===== src/rtl/aluctl_pkg.sv =====
// aluctl_pkg: opcode constants, ALU control codes and pipeline states shared by the aluctl blocks.
package aluctl_pkg;

    localparam logic [6:0] OPC_LOAD      = 7'b0000011;
    localparam logic [6:0] OPC_STORE     = 7'b0100011;
    localparam logic [6:0] OPC_LUI       = 7'b0110111;
    localparam logic [6:0] OPC_AUIPC     = 7'b0010111;
    localparam logic [6:0] OPC_JAL       = 7'b1101111;
    localparam logic [6:0] OPC_JALR      = 7'b1100111;
    localparam logic [6:0] OPC_OP        = 7'b0110011;
    localparam logic [6:0] OPC_OP_IMM    = 7'b0010011;
    localparam logic [6:0] OPC_OP_32     = 7'b0111011;
    localparam logic [6:0] OPC_OP_IMM_32 = 7'b0011011;
    localparam logic [6:0] F7_BASE       = 7'b0000000;
    localparam logic [6:0] F7_ALT        = 7'b0100000;
    localparam logic [6:0] F7_MEXT       = 7'b0000001;

    typedef enum logic [3:0] {
        ALU_ADD  = 4'b0000,
        ALU_SUB  = 4'b0001,
        ALU_SLL  = 4'b0011,
        ALU_SRL  = 4'b0100,
        ALU_AND  = 4'b0101,
        ALU_OR   = 4'b0110,
        ALU_SLT  = 4'b0111,
        ALU_SLTU = 4'b1000,
        ALU_SRA  = 4'b1001,
        ALU_XOR  = 4'b1010,
        ALU_REM  = 4'b1011,
        ALU_MUL  = 4'b1100,
        ALU_MULH = 4'b1101,
        ALU_DIV  = 4'b1110,
        ALU_ILL  = 4'b1111
    } alu_ctl_e;

    typedef enum logic [1:0] {ST_EMPTY, ST_FULL, ST_WAIT} state_e;

    function automatic alu_ctl_e base_op(input logic [2:0] f3, input logic alt);
        case (f3)
            3'b000:  return alt ? ALU_SUB : ALU_ADD;
            3'b001:  return ALU_SLL;
            3'b010:  return ALU_SLT;
            3'b011:  return ALU_SLTU;
            3'b100:  return ALU_XOR;
            3'b101:  return alt ? ALU_SRA : ALU_SRL;
            3'b110:  return ALU_OR;
            default: return ALU_AND;
        endcase
    endfunction

    function automatic alu_ctl_e mext_op(input logic [2:0] f3);
        return f3 == 3'b000 ? ALU_MUL : !f3[2] ? ALU_MULH : !f3[1] ? ALU_DIV : ALU_REM;
    endfunction

endpackage


===== src/rtl/aluctl_dec.sv =====
// aluctl_dec: combinational instruction-field decode to ALU control.
// ALUCTL_MEXT_EN adds the multi-cycle M-extension ops; otherwise they decode as illegal.
module aluctl_dec #(
    parameter int XLEN = 32
) (
    input  logic [6:0] opcode,
    input  logic [2:0] funct3,
    input  logic [6:0] funct7,
    output logic [3:0] code,
    output logic       word_op,
    output logic       illegal,
    output logic       multicycle
);
    import aluctl_pkg::*;

    logic rtype_ok;

    always_comb begin
        code       = ALU_ILL;
        word_op    = 1'b0;
        multicycle = 1'b0;
        rtype_ok   = funct7 == F7_BASE || funct7 == F7_ALT;
        // Immediate-form funct7 carries immediate bits, so only shifts look at bit 5.
        if (opcode[1:0] != 2'b11 ||
            opcode inside {OPC_LOAD, OPC_STORE, OPC_LUI, OPC_AUIPC, OPC_JAL, OPC_JALR})
            code = ALU_ADD;
        else if (opcode == OPC_OP_IMM)
            code = base_op(funct3, funct3 == 3'b101 && funct7[5]);
        else if (opcode == OPC_OP && rtype_ok)
            code = base_op(funct3, funct7[5]);
        else if (XLEN == 64 && ((opcode == OPC_OP_32 && rtype_ok) || opcode == OPC_OP_IMM_32) &&
                 funct3 inside {3'b000, 3'b001, 3'b101}) begin
            code    = base_op(funct3, opcode == OPC_OP_32 ? funct7[5] : funct3 == 3'b101 && funct7[5]);
            word_op = 1'b1;
        end
`ifdef ALUCTL_MEXT_EN
        else if (funct7 == F7_MEXT && (opcode == OPC_OP || (XLEN == 64 && opcode == OPC_OP_32))) begin
            code       = mext_op(funct3);
            word_op    = opcode == OPC_OP_32;
            multicycle = 1'b1;
        end
`endif
        illegal = code == ALU_ILL;
    end

endmodule


===== src/rtl/aluctl_pipe.sv =====
// aluctl_pipe: one-entry registered ALU-control decode stage with multi-cycle hold for MDU ops.
// ALUCTL_MEXT_EN enables M-extension decode and the WAIT state; otherwise mdu_busy stays 0.
module aluctl_pipe #(
    parameter int XLEN    = 32,
    parameter int MDU_LAT = 4
) (
    input  logic       clk,
    input  logic       rst,
    input  logic       in_valid,
    output logic       in_ready,
    input  logic [6:0] opcode,
    input  logic [2:0] funct3,
    input  logic [6:0] funct7,
    output logic       out_valid,
    input  logic       out_ready,
    output logic [3:0] alu_ctl,
    output logic       word_op,
    output logic       illegal,
    output logic       mdu_busy
);
    import aluctl_pkg::*;

    state_e     state, state_n;
    logic [3:0] cnt;
    logic [3:0] d_code;
    logic       d_word, d_ill, d_mc, accept;

    aluctl_dec #(.XLEN(XLEN)) u_dec (
        .opcode     (opcode),
        .funct3     (funct3),
        .funct7     (funct7),
        .code       (d_code),
        .word_op    (d_word),
        .illegal    (d_ill),
        .multicycle (d_mc)
    );

    assign out_valid = state == ST_FULL;
    assign mdu_busy  = state == ST_WAIT;

    always_comb begin
        in_ready = state == ST_EMPTY ? 1'b1 : state == ST_FULL ? out_ready : 1'b0;
        accept   = in_valid && in_ready;
        state_n  = state;
        if (accept)
            state_n = d_mc ? ST_WAIT : ST_FULL;
        else if (state == ST_FULL && out_ready)
            state_n = ST_EMPTY;
        else if (state == ST_WAIT && cnt == 4'd0)
            state_n = ST_FULL;
    end

    always_ff @(posedge clk or posedge rst) begin
        if (rst) begin
            state   <= ST_EMPTY;
            cnt     <= 4'd0;
            alu_ctl <= 4'd0;
            word_op <= 1'b0;
            illegal <= 1'b0;
        end else begin
            state <= state_n;
            if (accept) begin
                alu_ctl <= d_code;
                word_op <= d_word;
                illegal <= d_ill;
                cnt     <= d_mc ? 4'(MDU_LAT - 1) : 4'd0;
            end else if (state == ST_WAIT && cnt != 4'd0) begin
                cnt <= cnt - 4'd1;
            end
        end
    end

endmodule


===== config.mk =====
export PLATFORM = sky130hd
export DESIGN_NAME = aluctl_pipe
export DESIGN_NICKNAME = d
export VERILOG_FILES = /design/src/rtl/aluctl_pkg.sv /design/src/rtl/aluctl_dec.sv /design/src/rtl/aluctl_pipe.sv
export SDC_FILE = /design/constraint.sdc
export NUM_CORES = 1
export LEC_CHECK = 0
export ABC_CLOCK_PERIOD_IN_PS = 1250
export CAP_MARGIN = 40
export CORE_MARGIN = 3
export CORE_UTILIZATION = 30
export DETAILED_ROUTE_END_ITERATION = 7
export PLACE_DENSITY = 0.72
export SETUP_SLACK_MARGIN = 0.2
export SLEW_MARGIN = 10
export SYNTH_ARGS = -nofsm -noshare
export SYNTH_HDL_FRONTEND = slang
export SYNTH_SLANG_ARGS = --single-unit

===== constraint.sdc =====
create_clock -name clk -period 1.25 [get_ports clk]
set_input_delay 0.25 -clock clk [delete_from_list [all_inputs] [get_ports clk]]
set_output_delay 0.25 -clock clk [all_outputs]
set_load 0.05 [all_outputs]

# ---- Word-level counts from Yosys, hierarchy flattened
# Index checks and enable logic that the tools add are counted.
# Widths: inputs -> output; s select.
dict set report totals {
  reg_bits 11
  latchBits 0
  ramBits 0
  romBits 0
  inputBits 21
  out_inout_bits 9
  word_cells 56
  n_memories 0
}
dict set report op_classes {
  n_addsub 1
  n_mul 0
  div_mod_pow 0
  magnitude_cmp 0
  n_eq_ne 19
  shift 0
  muxes 16
  bitwise_logic 0
  reduce_logical 16
}
# op count
set ops {}
lappend ops {{$pmux 4 s7} 2}
lappend ops {{$eq 7x6->1 const B} 4}
lappend ops {{$mux 4} 7}
lappend ops {{$eq 7x5->1 const B} 2}
lappend ops {{$eq 7x7->1 const B} 2}
lappend ops {{$eq 3x3->1 const B} 3}
lappend ops {{$eq 7x2->1 const B} 1}
lappend ops {{$logic_not 7->1} 1}
lappend ops {{$eq 3x2->1 const B} 2}
lappend ops {{$logic_and 1x1->1} 6}
lappend ops {{$mux 2} 3}
lappend ops {{$reduce_bool 6->1} 1}
lappend ops {{$eq 4x4->1 const B} 1}
lappend ops {{$logic_not 4->1} 1}
lappend ops {{$mux 1} 4}
lappend ops {{$reduce_bool 4->1} 1}
lappend ops {{$sub 4x1->4 const B} 1}
lappend ops {{$eq 3x1->1 const B} 1}
lappend ops {{$logic_not 3->1} 1}
lappend ops {{$reduce_bool 3->1} 1}
lappend ops {{$eq 2x1->1 const B} 1}
lappend ops {{$eq 2x2->1 const B} 1}
lappend ops {{$logic_not 2->1} 1}
lappend ops {{$logic_or 1x1->1} 2}
lappend ops {{other kinds (2)} 2}

# ---- Longest topological paths before layout
# Gate-level depths: netlist of the first run.
dict set report depth {
  word_depth 7
  mapped_depth 4
  ltp_nobuf 4
}

# ---- Modules after synthesis
# From an unflattened synthesis of the first run, not the netlist that was laid out.
dict set report unflattened {
  hier_cells 82
  hier_area_um2 814.5
}
# mod instances cells_each area_each_um2 seq_area_each_um2
set modules_own_cells {}
lappend modules_own_cells {aluctl_pipe 1 50 608.1 300.3}
lappend modules_own_cells {aluctl_dec 1 32 206.4 0.0}

# ---- Worst setup path after synthesis of the first run
# Ideal clock, no wire load.
dict set report synth_path {
  path_type {register -> register}
  startpoint {register state[0]}
  endpoint {register alu_ctl[1]}
  setup_ns 0.087
  arrival_time_ns 1.760
  t_required_ns 1.163
  slack_ns -0.597
  path_stages_with_launch 5
  path_buffers 0
  synth_period_minus_slack_ns 1.847
  path_cell_list {dfrtp_1 -> nand2b_2 -> nand2_4 -> or4_4 -> a22oi_1}
}
dict set report synth_between {
  elab_chain_len 4
  elab_cells_between_ends 5
  classes_between {eq/ne: 1; mux: 2; reduce/logical: 2}
}
# item line_no
set synth_lines {}
lappend synth_lines {{start, declared} aluctl_pipe.sv:23} ;# state_e state, state_n;
lappend synth_lines {{start signal, assigned} aluctl_pipe.sv:61} ;# state <= state_n;
lappend synth_lines {{$eq 2x1->1} aluctl_pipe.sv:42} ;# in_ready = state == ST_EMPTY ? 1'b1 : state == ST_FULL ? out_ready : 1'b0;
lappend synth_lines {{$mux 1} aluctl_pipe.sv:42}
lappend synth_lines {{$mux 1 *} aluctl_pipe.sv:42}
lappend synth_lines {{net in_ready} aluctl_pipe.sv:10} ;# output logic in_ready,
lappend synth_lines {{$logic_and 1x1->1 *} aluctl_pipe.sv:43} ;# accept = in_valid && in_ready;
lappend synth_lines {{end signal, assigned} aluctl_pipe.sv:63} ;# alu_ctl <= d_code;
lappend synth_lines {{end, declared} aluctl_pipe.sv:16} ;# output logic [3:0] alu_ctl,
# The timed path passes the listed nets; every way through them passes the cells marked *.
# A chain may end at the register's enable or synchronous reset.

# ---- Worst setup path in the final report of the first run
dict set report layout_path {
  startpoint {input port opcode[2]}
  endpoint {register alu_ctl[2]}
}
dict set report layout_between {
  elab_chain_len 5
  elab_cells_between_ends 14
  classes_between {eq/ne: 8; mux: 3; reduce/logical: 3}
}
# item line_no
set layout_lines {}
lappend layout_lines {{start, declared} aluctl_pipe.sv:11} ;# input logic [6:0] opcode,
lappend layout_lines {{$eq 7x6->1} aluctl_dec.sv:29} ;# else if (opcode == OPC_OP && rtype_ok)
lappend layout_lines {{$logic_and 1x1->1} aluctl_dec.sv:29}
lappend layout_lines {{$mux 4} aluctl_dec.sv:29}
lappend layout_lines {{$mux 4} aluctl_dec.sv:27} ;# else if (opcode == OPC_OP_IMM)
lappend layout_lines {{$mux 4 *} aluctl_dec.sv:24} ;# if (opcode[1:0] != 2'b11 ||
# Every way passes the cells marked *; elsewhere a longest branch is shown, timed or not.

==> flow_metrics.py, run 1 <==
metrics = {
    "yosys": {
        "syn-cell-area_um2": 447,
        "synth_seq_area_share": 0.336,
        "ys_top_cells_by_area": "dfrtp_1 34%, nand2_1 5.0%, or4_4 5.0%, or2b_2 3.9%, o41ai_2 3.6%",
        "synthCells": 49,
        "synth_top_area_frac": 0.336,
        "ys_types": 29,
        "ys_warn_count": 0,
        "synth.largest_area_cell": "dfrtp_1",
        "ys_seq_elements": 6,
        "syn_area_per_cell_um2": 9.12,
    },
    "setup_path": {
        "cp_slowest_stage_delay_ps": 590,
        "slowest_stage": "or4_4",
        "cp.required_ps": 1420,
        "path_class": "primary input to register",
        "arrival_ps": 1520,
        "crit_chain": "dlygate4sd2_1 -> and4b_2 -> or4_4 -> a22oi_2",
        "cp_max_fo": 5,
        "worstSetupEndpointType": "register",
        "start_kind": "primary input",
        "path_buf_inv": 1,
        "crit_family": "simple AND/OR/NAND/NOR gates",
    },
    "power": {
        "power.switching_uw": 286,
        "combPwrFrac": 0.470,
        "p_leak_nw": 0.500,
        "powerDensity_mw_per_mm2": 846,
        "internal_power_uw": 548,
        "p_clk_frac": 0.246,
        "irDropWorstVdd_uv": 346,
        "p_sw_frac": 0.343,
        "power_frac_seq": 0.285,
    },
    "timing": {
        "setup_viol": 7,
        "max_freq_mhz": 740,
        "final_hold_viol_count": 0,
        "maxSlewViolCount": 0,
        "timing.final.crit_share": 1.08,
        "rsz0062_at_grt": "yes",
        "worst_clock_skew_ps": 9.99,
        "setup_ws_ps": -101,
        "min_period_ps": 1350,
    },
    "route": {
        "drt_first_pass_iters": 2,
        "viasPerCell": 4.99,
        "vias": 549,
        "drt_iter0_drc": 2,
        "ant_nets": 0,
        "wl_per_cell_um": 12.0,
        "drc": 0,
        "drt_wl_total_mm": 1.32,
    },
    "floorplanning": {
        "die_y_um": 44.6,
        "io_pins": 30,
        "core_mm2": 0.00135,
        "dieWidth_um": 44.6,
        "die-area_mm2": 0.00199,
        "start_util": 0.331,
        "num_rows": 13,
    },
    "finish": {
        "final_cell_area_um2": 986,
        "multi_input_area_um2": 322,
        "n_antenna_cell": 0,
        "fillers": 116,
        "seq_area_um2": 151,
        "fin_nets": 117,
        "fin_util": 0.730,
        "area_growth_pct": 121,
        "drive_gt1_frac": 0.505,
    },
    "grt": {
        "grt_overflow": 0,
        "grt_pass1_vias": 534,
        "grt_pass1_wl_mm": 2.19,
        "antenna_found_initial": 0,
        "track_usage": 0.147,
        "grt_max_degree": 8,
    },
    "status": {
        "status": "finished, violations left",
        "violations": "negative setup slack",
    },
    "clock_tree": {
        "clockBufferDepth": 2,
        "clk_latency_ps": 250,
        "cts_tree": "yes",
        "cts_htree_levels": 1,
        "cts_root_buf": "clkbuf_4",
        "numCtsBuffers": 3,
        "clock-sinks": 6,
        "postCtsHoldBufs": 0,
        "clkTransAtPathRegs_ps": 60,
    },
    "placement": {
        "portBuffers": 27,
        "gp_congestion": 0.745,
        "dp_hpwl_mm": 1.07,
        "place_area_um2": 876,
    },
    "flow_run": {
        "maxCapViolations": 0,
    },
    "min_path": {
        "min_path_type": "primary input to asynchronous set/reset pin",
    },
}
==> cell families (layout without fill, tap and decap cells) <==
kind of cell | after synthesis | count (layout) | share of synthesized area
flip-flops | 6 | 6 | 0.336
AO/OA/AOI/OAI | 13 | 13 | 0.218
XOR/XNOR | 2 | 2 | 0.0392
buffers and inverters | 4 | 49 | 0.0504
other | 1 | 2 | 0.00840
AND/OR/NAND/NOR | 23 | 23 | 0.347
==> per-stage QoR <==
| stage | setup TNS, ps | instances | hold slack (ps) | power, mW | worst slack, ps |
|---|---|---|---|---|---|
| finish | -528 | 110 | 218 | 0.834 | -101 |
| global route | -817 | 110 | 240 | 0.877 | -141 |
| CTS | -791 | 108 | 235 | 0.821 | -176 |
| detailed placement | -3210 | 100 | 503 | 0.602 | -642 |
| global placement | -2930 | 100 | 478 | 0.594 | -591 |
| floorplan | -1530 | 50 | 40.9 | 0.390 | -333 |
==> cell type report <==
type	instances	area share
Sequential cell	6	0.154
Inverter	2	0.00761
Timing Repair Buffer	43	0.467
Clock buffer	4	0.0266
Multi-Input combinational cell	40	0.326
Tap cell	15	0.0190
==> routing by layer <==
metal / track usage / vias up / part of all wire
met5: 0 / - / 0
met2: 0.292 / 22 / 0.55
met4: 0.0181 / 0 / 0
li1: - / 268 / -
met3: 0.0407 / 0 / 0.080
met1: 0.153 / 259 / 0.37
==> power by group through the flow <==
stage | Combinational [mW] | Clock, mW | Sequential (mW)
after floorplan | 0.0912 | 0 | 0.299
after global placement | 0.354 | 0 | 0.240
after detailed placement | 0.359 | 0 | 0.242
after CTS | 0.379 | 0.205 | 0.237
after global routing | 0.416 | 0.222 | 0.239
final | 0.392 | 0.205 | 0.237
==> worst register-to-register path: cells and delay by family (launching register included) <==
kind	cells	cell delay, ps
and+or+nand+nor	3	680
AOI/OAI and AO/OA	1	170
DFF	1	420
==> path summary, 6_finish.rpt <==
path	startpoint	end	slack (ps)	cells past startpoint
worst max-delay path	opcode[2]	alu_ctl[2]	-100	4
worst min-delay path	rst	alu_ctl[0]	220	2
worst max register to register	state[0]	alu_ctl[2]	-100	4
worst min register to register	alu_ctl[0]	alu_ctl[0]	580	2
max in group asynchronous	rst	state[0]	820	2
min in group clk	in_valid	state[0]	410	2
==> state kept, by name, summed over array words and instances, names as in the netlist <==
name / cells
illegal: 1
state: 1
alu_ctl: 4
==> layout by cell type, fill, tap and decap left out, types with 3 or more instances in the layout <==
cell / synthesis / routed
a21oi_1: 3 / 3
buf_12: 0 / 7
buf_4: 2 / 14
buf_6: 0 / 3
clkbuf_4: 0 / 3
clkdlybuf4s50_1: 0 / 5
dfrtp_1: 6 / 5
dlygate4sd2_1: 0 / 7
dlymetal6s2s_1: 0 / 4
nand2_1: 6 / 5
o21ai_2: 0 / 3
==> what timing repair did <==
action,in CTS,in global routing
setup endpoints to repair,12,12
gates cloned,0,0
gates resized for setup,24,10
pin swaps,9,6
setup buffers,4,2
==> cell usage after synthesis <==
cell / number
a21oi_1: 3
a22oi_1: 2
a2bb2oi_1: 1
and2_1: 1
and3_1: 1
and3b_1: 1
and4b_2: 1
buf_4: 2
conb_1: 1
dfrtp_1: 6
inv_1: 2
nand2_1: 6
nand2_4: 1
nand2b_1: 1
nand2b_2: 1
nor2_1: 2
nor2b_1: 1
nor3_1: 1
nor4_1: 1
nor4b_1: 1
o21ai_1: 3
o21ba_2: 1
o311a_1: 1
o31ai_1: 1
o41ai_2: 1
or2b_2: 2
or4_4: 2
xnor2_1: 1
xor2_1: 1
(Power assumes the default switching activity.)
==> run 2: changes to the inputs <==
--- a/config.mk
+++ b/config.mk
@@ -6,7 +6,6 @@
 export NUM_CORES = 1
 export LEC_CHECK = 0
 export ABC_CLOCK_PERIOD_IN_PS = 1250
-export CAP_MARGIN = 40
 export CORE_MARGIN = 3
 export CORE_UTILIZATION = 30
 export DETAILED_ROUTE_END_ITERATION = 7
==> results of run 2 <==
The final DEF is identical to that of run 1; final timing and power are the same.
